[src/rtl/cpu_pkg.sv]
// Shared CPU-side definitions used by the memory-mapped UART transmitter:
// store/load encodings, register offsets, STATUS bit layout and FSM states.
package cpu_pkg;

    // Store width on the data-memory bus
    localparam logic [1:0] MW_NONE = 2'b00;
    localparam logic [1:0] MW_BYTE = 2'b01;
    localparam logic [1:0] MW_HALF = 2'b10;
    localparam logic [1:0] MW_WORD = 2'b11;

    // Load type value meaning "no load"
    localparam logic [2:0] MR_NONE = 3'b000;

    // Word offsets (address[3:2]) inside the UART window
    localparam logic [1:0] UART_TXDATA = 2'd0;
    localparam logic [1:0] UART_STATUS = 2'd1;
    localparam logic [1:0] UART_DIV    = 2'd2;
    localparam logic [1:0] UART_RSVD   = 2'd3;

    // STATUS register bit positions
    localparam int STAT_FULL  = 0;
    localparam int STAT_EMPTY = 1;
    localparam int STAT_BUSY  = 2;
    localparam int STAT_OVF   = 3;
    localparam int STAT_COUNT = 4;

    // Serialiser states
    typedef enum logic [1:0] {
        IDLE  = 2'd0,
        START = 2'd1,
        DATA  = 2'd2,
        STOP  = 2'd3
    } uart_state_t;

endpackage

[src/rtl/mmio_uart_tx_if.sv]
// Data-memory bus signals shared between the CPU store/load path and the UART.
interface mmio_uart_tx_if;

    logic [31:0] address;
    logic [31:0] write_data;
    logic [1:0]  MemWrite;
    logic [2:0]  MemRead;
    logic [31:0] rdata;
    logic        sel;

    modport master (
        output address, write_data, MemWrite, MemRead,
        input  rdata, sel
    );

    modport slave (
        input  address, write_data, MemWrite, MemRead,
        output rdata, sel
    );

endinterface

[src/rtl/sync_fifo.sv]
// Small circular FIFO; the caller only pushes when there is room (or a pop
// lands on the same edge) and only pops when it is non-empty.
module sync_fifo #(
    parameter int WIDTH = 8,
    parameter int DEPTH = 4
) (
    input  logic                     clk,
    input  logic                     reset,
    input  logic                     push,
    input  logic                     pop,
    input  logic [WIDTH-1:0]         wdata,
    output logic [WIDTH-1:0]         rdata,
    output logic                     full,
    output logic                     empty,
    output logic [$clog2(DEPTH):0]   count
);

    localparam int PW = $clog2(DEPTH);
    localparam logic [PW:0] FULL_COUNT = (PW+1)'(DEPTH);

    logic [WIDTH-1:0] mem [DEPTH];
    logic [PW-1:0]    wr_ptr;
    logic [PW-1:0]    rd_ptr;

    // Entry storage; contents need no reset because count gates validity
    always_ff @(posedge clk) begin
        if (push) begin
            mem[wr_ptr] <= wdata;
        end
    end

    // Pointers wrap naturally at DEPTH; count tracks occupancy 0..DEPTH
    always_ff @(posedge clk or posedge reset) begin
        if (reset) begin
            wr_ptr <= '0;
            rd_ptr <= '0;
            count  <= '0;
        end else begin
            if (push) begin
                wr_ptr <= wr_ptr + 1'b1;
            end
            if (pop) begin
                rd_ptr <= rd_ptr + 1'b1;
            end
            if (push && !pop) begin
                count <= count + 1'b1;
            end else if (pop && !push) begin
                count <= count - 1'b1;
            end
        end
    end

    assign rdata = mem[rd_ptr];
    assign full  = (count == FULL_COUNT);
    assign empty = (count == '0);

endmodule

[src/rtl/mmio_uart_tx.sv]
// Memory-mapped 8N1 UART transmitter sitting beside data memory. Stores to
// TXDATA are queued in a FIFO and shifted out LSB first on a registered tx.
module mmio_uart_tx
    import cpu_pkg::*;
#(
    parameter logic [31:0] BASE_ADDR   = 32'h1000_0000,
    parameter int          FIFO_DEPTH  = 4,
    parameter logic [15:0] DEFAULT_DIV = 16'd16
) (
    input  logic            clk,
    input  logic            reset,
    mmio_uart_tx_if.slave   bus,
    output logic            tx
);

    localparam int CW = $clog2(FIFO_DEPTH) + 1;

    logic [1:0]    offset;
    logic          sel;
    logic          is_load;
    logic          is_store;
    logic          enq_req;
    logic          div_wr;
    logic          stat_rd;
    logic          overflow_evt;
    logic          fifo_push;
    logic          fifo_pop;
    logic          fifo_full;
    logic          fifo_empty;
    logic [CW-1:0] fifo_count;
    logic [7:0]    fifo_rdata;
    logic [15:0]   div_reg;
    logic [15:0]   eff_div;
    logic [15:0]   baud_reload;
    logic          overflow;
    uart_state_t   state;
    logic [7:0]    shift;
    logic [2:0]    bitcnt;
    logic [15:0]   baud;
    logic [31:0]   count_ext;
    logic [31:0]   status;
    logic [31:0]   rdata_mux;
    logic          unused_bits;

    assign sel      = (bus.address[31:4] == BASE_ADDR[31:4]);
    assign offset   = bus.address[3:2];
    assign is_load  = (bus.MemRead != MR_NONE);
    assign is_store = (bus.MemWrite != MW_NONE);
    assign enq_req  = sel && is_store && (offset == UART_TXDATA);
    assign div_wr   = sel && is_store && (offset == UART_DIV);
    assign stat_rd  = sel && is_load && (offset == UART_STATUS);

    // The serialiser drains the FIFO only from IDLE, so a pop can free the
    // slot that a store to a full FIFO needs on the same edge.
    assign fifo_pop     = (state == IDLE) && !fifo_empty;
    assign fifo_push    = enq_req && (!fifo_full || fifo_pop);
    assign overflow_evt = enq_req && fifo_full && !fifo_pop;

    assign eff_div     = (div_reg == 16'd0) ? 16'd1 : div_reg;
    assign baud_reload = eff_div - 16'd1;

    assign unused_bits = ^{bus.address[1:0], bus.write_data[31:16]};

    sync_fifo #(
        .WIDTH (8),
        .DEPTH (FIFO_DEPTH)
    ) u_fifo (
        .clk   (clk),
        .reset (reset),
        .push  (fifo_push),
        .pop   (fifo_pop),
        .wdata (bus.write_data[7:0]),
        .rdata (fifo_rdata),
        .full  (fifo_full),
        .empty (fifo_empty),
        .count (fifo_count)
    );

    // Divisor register: byte stores touch the low byte only
    always_ff @(posedge clk or posedge reset) begin
        if (reset) begin
            div_reg <= DEFAULT_DIV;
        end else if (div_wr) begin
            if (bus.MemWrite == MW_BYTE) begin
                div_reg[7:0] <= bus.write_data[7:0];
            end else begin
                div_reg <= bus.write_data[15:0];
            end
        end
    end

    // Sticky overflow flag, cleared by a STATUS read; a new drop wins
    always_ff @(posedge clk or posedge reset) begin
        if (reset) begin
            overflow <= 1'b0;
        end else if (overflow_evt) begin
            overflow <= 1'b1;
        end else if (stat_rd) begin
            overflow <= 1'b0;
        end
    end

    // Serialiser: tx is set alongside each state change so it never glitches
    always_ff @(posedge clk or posedge reset) begin
        if (reset) begin
            state  <= IDLE;
            tx     <= 1'b1;
            shift  <= 8'd0;
            bitcnt <= 3'd0;
            baud   <= 16'd0;
        end else begin
            case (state)
                IDLE: begin
                    tx <= 1'b1;
                    if (!fifo_empty) begin
                        shift  <= fifo_rdata;
                        bitcnt <= 3'd0;
                        baud   <= baud_reload;
                        state  <= START;
                        tx     <= 1'b0;
                    end
                end
                START: begin
                    if (baud == 16'd0) begin
                        baud  <= baud_reload;
                        state <= DATA;
                        tx    <= shift[0];
                    end else begin
                        baud <= baud - 16'd1;
                    end
                end
                DATA: begin
                    if (baud == 16'd0) begin
                        shift  <= {1'b0, shift[7:1]};
                        bitcnt <= bitcnt + 3'd1;
                        baud   <= baud_reload;
                        if (bitcnt == 3'd7) begin
                            state <= STOP;
                            tx    <= 1'b1;
                        end else begin
                            tx <= shift[1];
                        end
                    end else begin
                        baud <= baud - 16'd1;
                    end
                end
                STOP: begin
                    tx <= 1'b1;
                    if (baud == 16'd0) begin
                        state <= IDLE;
                    end else begin
                        baud <= baud - 16'd1;
                    end
                end
                default: begin
                    state <= IDLE;
                    tx    <= 1'b1;
                end
            endcase
        end
    end

    assign count_ext = 32'(fifo_count);

    // STATUS word assembled from live FIFO/FSM state
    always_comb begin
        status                      = '0;
        status[STAT_FULL]           = fifo_full;
        status[STAT_EMPTY]          = fifo_empty;
        status[STAT_BUSY]           = (state != IDLE);
        status[STAT_OVF]            = overflow;
        status[STAT_COUNT +: 3]     = count_ext[2:0];
    end

    // Read mux; unselected or non-load cycles return zero
    always_comb begin
        rdata_mux = '0;
        if (sel && is_load) begin
            case (offset)
                UART_STATUS: rdata_mux = status;
                UART_DIV:    rdata_mux = {16'd0, div_reg};
                default:     rdata_mux = '0;
            endcase
        end
    end

    assign bus.rdata = rdata_mux;
    assign bus.sel   = sel;

endmodule

[src/flat_wrapper.sv]
// flat-port wrapper written by rule: the top's interface ports become plain ports
module mmio_uart_tx_flat import cpu_pkg::*;
#(
    parameter logic [31:0] BASE_ADDR   = 32'h1000_0000,
    parameter int          FIFO_DEPTH  = 4,
    parameter logic [15:0] DEFAULT_DIV = 16'd16
)
  (clk, reset, tx, bus_address, bus_write_data, bus_MemWrite, bus_MemRead, bus_rdata, bus_sel);
  mmio_uart_tx_if bus_i ();
  input  logic clk;
  input  logic reset;
  output logic tx;
  input wire logic [$bits(bus_i.address)-1:0] bus_address;
  input wire logic [$bits(bus_i.write_data)-1:0] bus_write_data;
  input wire logic [$bits(bus_i.MemWrite)-1:0] bus_MemWrite;
  input wire logic [$bits(bus_i.MemRead)-1:0] bus_MemRead;
  output wire logic [$bits(bus_i.rdata)-1:0] bus_rdata;
  output wire logic [$bits(bus_i.sel)-1:0] bus_sel;
  assign bus_i.address = bus_address;
  assign bus_i.write_data = bus_write_data;
  assign bus_i.MemWrite = bus_MemWrite;
  assign bus_i.MemRead = bus_MemRead;
  assign bus_rdata = bus_i.rdata;
  assign bus_sel = bus_i.sel;
  mmio_uart_tx #(.BASE_ADDR(BASE_ADDR), .FIFO_DEPTH(FIFO_DEPTH), .DEFAULT_DIV(DEFAULT_DIV)) u_core (.clk(clk), .reset(reset), .bus(bus_i), .tx(tx));
endmodule
[config.mk]
export PLATFORM = sky130hd
export DESIGN_NAME = mmio_uart_tx_flat
export DESIGN_NICKNAME = d
export VERILOG_FILES = /design/src/rtl/cpu_pkg.sv /design/src/rtl/mmio_uart_tx_if.sv /design/src/rtl/sync_fifo.sv /design/src/rtl/mmio_uart_tx.sv /design/src/flat_wrapper.sv
export SDC_FILE = /design/constraint.sdc
export NUM_CORES = 1
export LEC_CHECK = 0
export BUFFER_PORTS_ARGS = -buffer_cell sky130_fd_sc_hd__buf_4
export CAP_MARGIN = 20
export CORE_ASPECT_RATIO = 0.7
export CORE_MARGIN = 4
export CORE_UTILIZATION = 55
export CTS_BUF_LIST = sky130_fd_sc_hd__clkbuf_2
export DETAILED_ROUTE_END_ITERATION = 10
export PLACE_DENSITY = 0.88
export SLEW_MARGIN = 20
export SYNTH_ARGS = -nofsm -noshare
export SYNTH_HDL_FRONTEND = slang
export SYNTH_SLANG_ARGS = --single-unit
[constraint.sdc]
create_clock -name clk -period 3.24 [get_ports clk]
set_input_delay 0.162 -clock clk [delete_from_list [all_inputs] [get_ports clk]]
set_output_delay 0.162 -clock clk [all_outputs]
set_load 0.03 [all_outputs]
==> impl_metrics.tcl, run 1 <==
set metrics [dict create \
    grt_pass1_vias 3644 \
    async_reset_ff_share_pct 62.79 \
    grt_max_degree 55 \
    drt-initial-drc-count 295 \
    hp-class "in2reg" \
    status "finished clean" \
    path_buf_inv 0 \
    wire_per_inst_um 18.28 \
    critPathMaxStageDelay_ps 520 \
    gp_congestion 0.8590 \
    yosys.cell_types.count 55 \
    synth_compound_area_share_pct 11.99 \
    hpwl_um 8113 \
    cts-root-buf "clkbuf_2" \
    antenna_found_initial 0 \
    tightest_slew_ps 795.9 \
    grt_pass1_wl_um 18420 \
    routed_via_density 6.118 \
    cts_tree "done" \
    post-route-period-util_pct 83.59 \
    synthTopCellsByCount "dfrtp_1, nor2_1, edfxtp_1, o21ai_0, mux2_2" \
    fin_cells 611 \
    tns_ps 0 \
    rows 27 \
    synth_seq_cells 86 \
    fmax_ghz 0.3692 \
    core_area_sq_um 8108 \
    cts_setup_buffers 0 \
    postRouteAntennaNets 0 \
    ys_top_cells_by_area "dfrtp_1, edfxtp_1, ha_1, mux2_2, mux4_2" \
    dr.pass1.iters 6 \
    synth_top_family_by_area "simple AND/OR/NAND/NOR gates" \
    post_cts_resized 0 \
    final_nets 594 \
    synthMuxAreaShare_pct 10.05 \
    dieArea_sq_um 10120 \
    placedInstanceArea_sq_um 5224 \
    final_util_pct 68.49 \
    rsz0062_at_grt "no" \
    arrival_ps 3180 \
    drive_above_1_share_pct 24.90 \
    synth_top_area_cell "dfrtp_1" \
    leakage_nw 2.463 \
    cp_top_family "simple AND/OR/NAND/NOR gates" \
    stdcell_area_sq_um 5553 \
    gr-total-overflow 0 \
    cts_sinks 86 \
    min_period_ps 2708 \
    numCtsBuffers 9 \
    synth-simple-area-share_pct 15.11 \
    dpl.cell_count 578 \
    hold_viol_final 0 \
    yosys_warnings 0 \
    avgSynthCellArea_sq_um 10.99 \
    start_kind "flip-flop" \
    totalWireLength_um 11170 \
    die_x_um 118.5 \
    diodes 0 \
    die_h_um 85.38 \
    synth-edff-count 32 \
    io-pin-count 105 \
    power_density_nw_per_um2 459.8 \
    clk_latency_ps 540 \
    drc 0 \
    largest_reg_flops 32 \
    place_ws_ps 671.9 \
    ys.flop_type "dfrtp_1" \
    endpoint_kind "flip-flop" \
    finClkSkew_ps 28.75 \
    synth_top_area_share_pct 27.66 \
    hold_buffers 17 \
    clk_transition_reported_paths_ps 250 \
    track_usage_pct 22.73 \
    ir_drop_mv 0.2193 \
    criticalPathCategory "reg2reg" \
    netlist_area_sq_um 4705 \
    vias 3738 \
    path_max_fanout 7 \
    synth-xor-area-share_pct 2.793 \
    setup_viol 0 \
    clk_path_buf_depth 2 \
    synthCells 428 \
    yosysSeqAreaShare_pct 49.20 \
    crit_required_ps 3710 \
    synth_fa_ha_area_share_pct 4.947 \
    io_buffers 70 \
    area_growth_pct 18.03 \
    synth_most_common_cell "dfrtp_1" \
    maxCapViolCount 0 \
    slowest_stage "dfrtp_1" \
    fin_ws_ps 531.6 \
    relSlewSlack_pct 46.94 \
    drv_slew 0 \
    start_util_pct 58.02 \
    cts_htree_levels 3 \
    crit_chain "nor4_1, and3_1, a21oi_1, ha_1, nand4b_1, nor2_1, xnor2_1, o32ai_1, a22o_1" \
]
-- cell type report --
type	instances	area (sq um)
timing repair buffer	89	710.7
multi-input combinational	303	2198
tap	101	126.4
fill	554	2555
clock buffer	9	45.04
clock inverter	7	95.09
sequential	86	2315
inverter	16	62.56
-- per-layer routing --
metal	routed length (um)	up-vias	global-route usage [%]
li1	-	1699	-
met1	4770	1793	31.72
met2	5104	221	36.49
met3	1081	25	4.730
met4	210	0	6.099
met5	0	-	0
-- cells by family (layout without fill, tap and decap cells) --
| logic type | count (synthesis) | after routing |
|---|---|---|
| other | 1 | 16 |
| multiplexers | 35 | 35 |
| adder cells (fa/ha/maj) | 18 | 18 |
| XOR/XNOR | 15 | 15 |
| flip-flops | 86 | 86 |
| buffers and inverters | 54 | 121 |
| AO/OA/AOI/OAI | 85 | 85 |
| AND/OR/NAND/NOR | 134 | 134 |
-- worst paths after layout --
kind	start	end	slack, ps	cells past startpoint
worst min register to register	u_core.baud[9]	u_core.baud[9]	550	1
worst max-delay path	u_core.div_reg[5]	u_core.baud[10]	530	9
worst max register to register	u_core.div_reg[5]	u_core.baud[10]	530	9
max in group asynchronous	reset	u_core.div_reg[1]	2550	3
worst min-delay path	bus_address[22]	u_core.u_fifo.wr_ptr[0]	130	6
min in group asynchronous	reset	u_core.bitcnt[2]	230	3
-- power breakdown --
part           switching (W)  leakage, nW  total [W]  internal [W]
Sequential         0.0000539        0.975    0.00126       0.00120
Clock               0.000384       0.0827   0.000642      0.000258
Combinational       0.000378         1.41   0.000655      0.000277
-- worst reg2reg max path: stages (launching register included) --
cell and delay [ps]:
dfrtp_1 520, nor4_1 510, and3_1 340, a21oi_1 140
ha_1 300, nand4b_1 170, nor2_1 70, xnor2_1 230
o32ai_1 140, a22o_1 230
-- cell usage in the layout (no fill, tap or decap), types with 6 or more instances in the layout --
cell type / count
a21oi_1: 13
a22o_1: 10
a22oi_1: 6
and2_1: 15
buf_4: 72
clkbuf_2: 9
conb_1: 16
dfrtp_1: 52
dlygate4sd3_1: 17
edfxtp_1: 32
ha_1: 17
inv_1: 15
mux2_2: 18
mux2i_1: 9
mux4_2: 8
nand2_1: 13
nand3_1: 10
nor2_1: 39
nor3_1: 16
nor4_1: 14
o21ai_0: 30
o22ai_1: 6
or3_1: 8
xnor2_1: 9
xor2_1: 6
-- stage by stage --
| step | power [W] | hold slack (ps) |
|---|---|---|
| CTS | 0.002540 | 111.1 |
| global route | 0.002685 | 107.6 |
| detailed placement | 0.001906 | 306.8 |
| floorplan | 0.001750 | 260.9 |
| finish | 0.002553 | 125.2 |
| global placement | 0.001861 | 376.6 |
(Power assumes the default switching activity.)
==> run 2: changes to the inputs <==
ABC_AREA = 1   (was not set)
CORE_UTILIZATION = 52   (was 55)
PLACE_DENSITY = 0.86   (was 0.88)
clock period = 2.23 ns   (was 3.24 ns; I/O delays follow)
==> run 2 against run 1 <==
  * Clock-buffer cell count increased by 2
  * Global-route usage increased by 2.4 points
  * Maximum frequency increased by 25%
  * Critical path depth increased by 1
  * Power increased by 0.10%
  * Sequential cell count unchanged
  * Clock skew increased by 9.7 ps
  * Critical path type unchanged
  * Critical endpoint is now u_core.u_fifo.count[1]
  * Largest cell class is now multi-input gates
  * Highest routed layer unchanged
==> impl_metrics.tcl, run 2 <==
set metrics [dict create \
    status "finished clean" \
    cp_top_family "adder cells" \
    final_common_cell "nand2_1" \
    tns_ps 0 \
    maxCapViolCount 0 \
    endpoint_kind "flip-flop" \
    dr.pass1.iters 7 \
    cts_tree "done" \
    clk_path_buf_depth 2 \
    crit_chain "nor2_2, nand2_1, nor2_4, inv_1, o2111ai_4, inv_1, ha_1, inv_2, fa_2, mux2_2" \
    relSlewSlack_pct 53.54 \
    hp-class "in2reg" \
    antenna_found_initial 0 \
    synthTopCellsByCount "nand2_1, inv_1, nor2_1, dfrtp_1, nand3_1" \
    power_density_nw_per_um2 392.4 \
    path_buf_inv 3 \
    slowest_stage "dfrtp_1" \
    yosysSeqAreaShare_pct 43.52 \
    ys_top_cells_by_area "dfrtp_1, edfxtp_1, nand2_1, inv_1, nor2_1" \
    tightest_slew_ps 691.6 \
    postRouteAntennaNets 0 \
    totalWireLength_um 14650 \
    synth_top_area_share_pct 24.46 \
    fillers 725 \
    cts_htree_levels 3 \
    post-route-period-util_pct 97.30 \
    arrival_ps 2620 \
    rows 30 \
    most-common-layout-cells "nand2_1, buf_4, inv_1" \
    die_h_um 92.62 \
    yosys_warnings 0 \
    diodes 0 \
    start_kind "flip-flop" \
    clk_transition_reported_paths_ps 220 \
    hold_viol_final 0 \
    grt_max_degree 32 \
    clk_latency_ps 560 \
    area_growth_pct 22.44 \
    synth-edff-count 32 \
    start_util_pct 54.08 \
    io-pin-count 105 \
    gp_congestion 0.8862 \
    grt_pass1_vias 4989 \
    fin_cells 927 \
    io_buffers 70 \
    min_period_ps 2170 \
    track_usage_pct 25.16 \
    crit_required_ps 2680 \
    ir_drop_mv 0.2099 \
    dpl.cell_count 884 \
    grt_pass1_wl_um 24140 \
    die_x_um 128.9 \
    avgSynthCellArea_sq_um 7.891 \
    multi_input_area_sq_um 2566 \
    seq_area_sq_um 2318 \
    vias 5133 \
    finClkSkew_ps 38.47 \
    hpwl_um 10360 \
    drive_above_1_share_pct 20.65 \
    leakage_nw 2.974 \
    synth_top_area_cell "dfrtp_1" \
    cts-root-buf "clkbuf_2" \
    critPathMaxStageDelay_ps 450 \
    ys.flop_type "dfrtp_1" \
    async_reset_ff_share_pct 62.79 \
    largest_reg_flops 32 \
    fmax_ghz 0.4609 \
    yosys.cell_types.count 50 \
    dieArea_sq_um 11940 \
    cts_sinks 86 \
    numCtsBuffers 9 \
    gr-total-overflow 0 \
    path_max_fanout 3 \
    synth_seq_cells 86 \
    drv_slew 0 \
    final_nets 883 \
    criticalPathCategory "reg2reg" \
    setup_viol 0 \
    wire_per_inst_um 15.80 \
    core_area_sq_um 9834 \
    synthCells 674 \
    synth_most_common_cell "nand2_1" \
    drt-initial-drc-count 570 \
    whs_ps 70.92 \
    netlist_area_sq_um 5319 \
    routed_via_density 5.537 \
    drc 0 \
    cpMostUsedCell "inv_1" \
]
-- run 2: changes by cell type after synthesis, sizes merged, moves of 10 or more --
cell,change
nor2,+55
a21oi,+10
nand3,+35
mux2,-17
o21ai,+14
nand2,+132
nand3b,+10
nand4,+12
and2,-14
inv,+80
a22o,-12
-- run 2: metal layers --
layer	up-vias	wire [um]	GRT usage, %
met5	-	0	0
met1	2368	5821	31.75
met3	58	1419	6.052
met2	312	6929	42.54
li1	2395	-	-
met4	0	477	8.129
-- run 2: power breakdown --
part	switching, W	total (W)	internal [W]
registers	0.000000000523	0.00164	0.00164
logic	0.000123	0.000221	0.0000980
clock network	0.000533	0.000692	0.000159
-- run 2: cells by family after synthesis --
family	synth area share, %
AND/OR/NAND/NOR	28.37
buffers and inverters	11.06
flip-flops	43.52
AO/OA/AOI/OAI	9.269
XOR/XNOR	3.129
adder cells (fa/ha/maj)	4.375
other	0.07050
multiplexers	0.2117
-- run 2: path summary, 6_finish.rpt --
kind / startpoint / endpoint / slack [ps] / depth (start not counted)
setup / recovery: u_core.u_fifo.count[0] / u_core.u_fifo.count[1] / 60 / 10
hold / removal: bus_MemWrite[1] / u_core.div_reg[10] / 70 / 6
setup reg to reg: u_core.u_fifo.count[0] / u_core.u_fifo.count[1] / 60 / 10
hold reg to reg: u_core.tx / u_core.tx / 510 / 2
max in group asynchronous: reset / u_core.overflow / 1340 / 4
min in group asynchronous: reset / u_core.baud[10] / 200 / 3
-- run 2: tightest hold or removal path, stage by stage --
cell	delay [ps]
buf_4	110
nand2_1	60
clkinv_1	140
nand3b_1	90
nand2_1	60
inv_1	30
-- run 2: area by class of cell --
cell class | instances | share of cell area [%]
clock buffer | 11 | 0.8453
clock inverter | 5 | 0.5572
inverter | 98 | 5.687
multi-input combinational | 473 | 39.40
sequential | 86 | 35.60
tap | 128 | 2.459
timing repair buffer | 126 | 15.45
-- run 2: repair_timing --
action	in CTS	in global routing
pin swaps	0	0
buffers inserted	0	3
hold buffers	25	0
setup endpoints to repair	2	10
gates resized for setup	2	22
hold endpoints to repair	78	0
-- run 2: through the flow --
stage | power, W | setup slack (ps) | instance area, sq um | utilization, %
floorplan | 0.001772 | 34.09 | 5405 | -
global placement | 0.001849 | 64.66 | 6091 | 61.93
detailed placement | 0.001856 | -79.25 | 6091 | 61.93
CTS | 0.002561 | 0.5513 | 6445 | 65.53
global route | 0.002668 | -49.00 | 6513 | 66.22
finish | 0.002556 | 60.27 | 6513 | 66.22
==> run 3: changes to the inputs <==
SETUP_SLACK_MARGIN = 0.2   (was not set)
==> run 3 against run 2 <==
  * Via count grew 0.18%
  * Sequential cell count is the same
  * Clock power grew 33%
  * Clock skew is 4.6 ps lower
  * Highest routed layer unchanged
==> impl_metrics.tcl, run 3 (synthesis results as in run 2) <==
set metrics [dict create \
    vias 5142 \
    drc 0 \
    postRouteAntennaNets 0 \
    crit_required_ps 2710 \
    post-route-period-util_pct 94.46 \
    status "finished clean" \
    clk_latency_ps 560 \
    totalWireLength_um 14570 \
    cts_sinks 86 \
    maxCapViolCount 0 \
    leakage_nw 3.053 \
    relSlewSlack_pct 59.14 \
    fin_ws_ps 123.6 \
    start_kind "flip-flop" \
    antenna_found_initial 1 \
    final_nets 891 \
    cts_htree_levels 3 \
    core_area_sq_um 9834 \
    tns_ps 0 \
    dieArea_sq_um 11940 \
    die_h_um 92.62 \
    area_growth_pct 25.88 \
    rsz0062_at_grt "yes" \
    start_util_pct 54.08 \
    arrival_ps 2580 \
    most-common-layout-cells "nand2_1, buf_4, inv_1" \
    drive_above_1_share_pct 22.55 \
    gr-total-overflow 0 \
    path_max_fanout 4 \
    cts_tree "done" \
    wire_per_inst_um 15.57 \
    min_period_ps 2106 \
    fillers 709 \
    clk_path_buf_depth 2 \
    dr.pass1.iters 11 \
    clk_transition_reported_paths_ps 250 \
    hold_viol_final 0 \
    largest_reg_flops 32 \
    stdcell_area_sq_um 6695 \
    power_density_nw_per_um2 415.4 \
    ir_drop_mv 0.3547 \
    grt_max_degree 22 \
    finClkSkew_ps 33.89 \
    track_usage_pct 23.93 \
    grt_pass1_wl_um 22820 \
    grt_pass1_vias 4839 \
    io-pin-count 105 \
    place_ws_ps 16.82 \
    final_common_cell "nand2_1" \
    routed_via_density 5.494 \
    hp-class "in2reg" \
    final_util_pct 68.08 \
    hpwl_um 10120 \
    rows 30 \
    numCtsBuffers 9 \
    gp_congestion 0.8946 \
    fmax_ghz 0.4747 \
    criticalPathCategory "reg2reg" \
    drt-initial-drc-count 526 \
    placedInstanceArea_sq_um 6061 \
    cts-root-buf "clkbuf_2" \
    setup_viol 0 \
    tightest_slew_ps 608.2 \
    die_x_um 128.9 \
    io_buffers 70 \
    dpl.cell_count 877 \
    drv_slew 0 \
    fin_cells 936 \
    endpoint_kind "flip-flop" \
]
-- run 3: critical path: stages, from the launching register on --
cell and delay, ps:
dfrtp_1 470, nor2_1 240, nand2_1 100, nor2_1 210
a21oi_2 110, ha_2 200, nand2_2 140, nor2_4 60
nand2_1 70, xor2_1 150, inv_1 50, nand2_1 60
nand3_1 70, nand2_1 60, inv_1 30
-- run 3: repair_timing --
action                                  in CTS  in global routing
resized for setup                           10                 22
endpoints found under the setup margin       8                 38
hold buffers                                20                  0
setup buffers                                8                 14
pin swaps                                    1                  7
hold endpoints to repair                    95                  0
-- run 3: worst paths after layout --
check	startpoint	endpoint	slack [ps]	depth (start not counted)
setup reg to reg	u_core.div_reg[11]	u_core.baud[14]	120	14
hold / removal	bus_MemRead[1]	u_core.overflow	20	5
max in group asynchronous	reset	u_core.div_reg[6]	1480	4
min in group asynchronous	reset	u_core.baud[9]	80	3
setup / recovery	u_core.div_reg[11]	u_core.baud[14]	120	14
hold reg to reg	u_core.tx	u_core.tx	510	2
-- run 3: metrics by stage --
step	hold WS, ps	power [W]
after global placement	155.4	0.001854
final	15.57	0.002781
after detailed placement	152.6	0.001860
after CTS	0.5213	0.002786
after floorplan	207.5	0.001773
after global routing	2.557	0.002867
-- run 3: final cells by class --
type	count	area [sq um]	share of cell area, %
diodes	1	2.502	0.03738
clock buffers	10	50.05	0.7475
clock inverters	6	85.08	1.271
inverters	98	372.9	5.569
multi-input cells	473	2621	39.15
flip-flops and latches	86	2318	34.63
well taps	128	160.2	2.392
repair buffers	134	1085	16.20
-- run 3: where the power goes --
| part | total [W] | internal [W] | leakage (nW) | switching (W) |
|---|---|---|---|---|
| Sequential | 0.00164 | 0.00164 | 0.886 | 0.000000000540 |
| Clock | 0.000921 | 0.000374 | 0.0816 | 0.000546 |
| Combinational | 0.000218 | 0.0000968 | 2.09 | 0.000121 |
| Total | 0.00278 | 0.00211 | 3.05 | 0.000667 |
-- run 3: per-layer routing --
layer / vias to the layer above / global-route usage, % / wire [um]
met1: 2396 / 31.77 / 5895
met4: 0 / 6.643 / 419
li1: 2411 / - / -
met5: - / 0 / 0
met2: 283 / 39.74 / 6962
met3: 52 / 5.014 / 1290
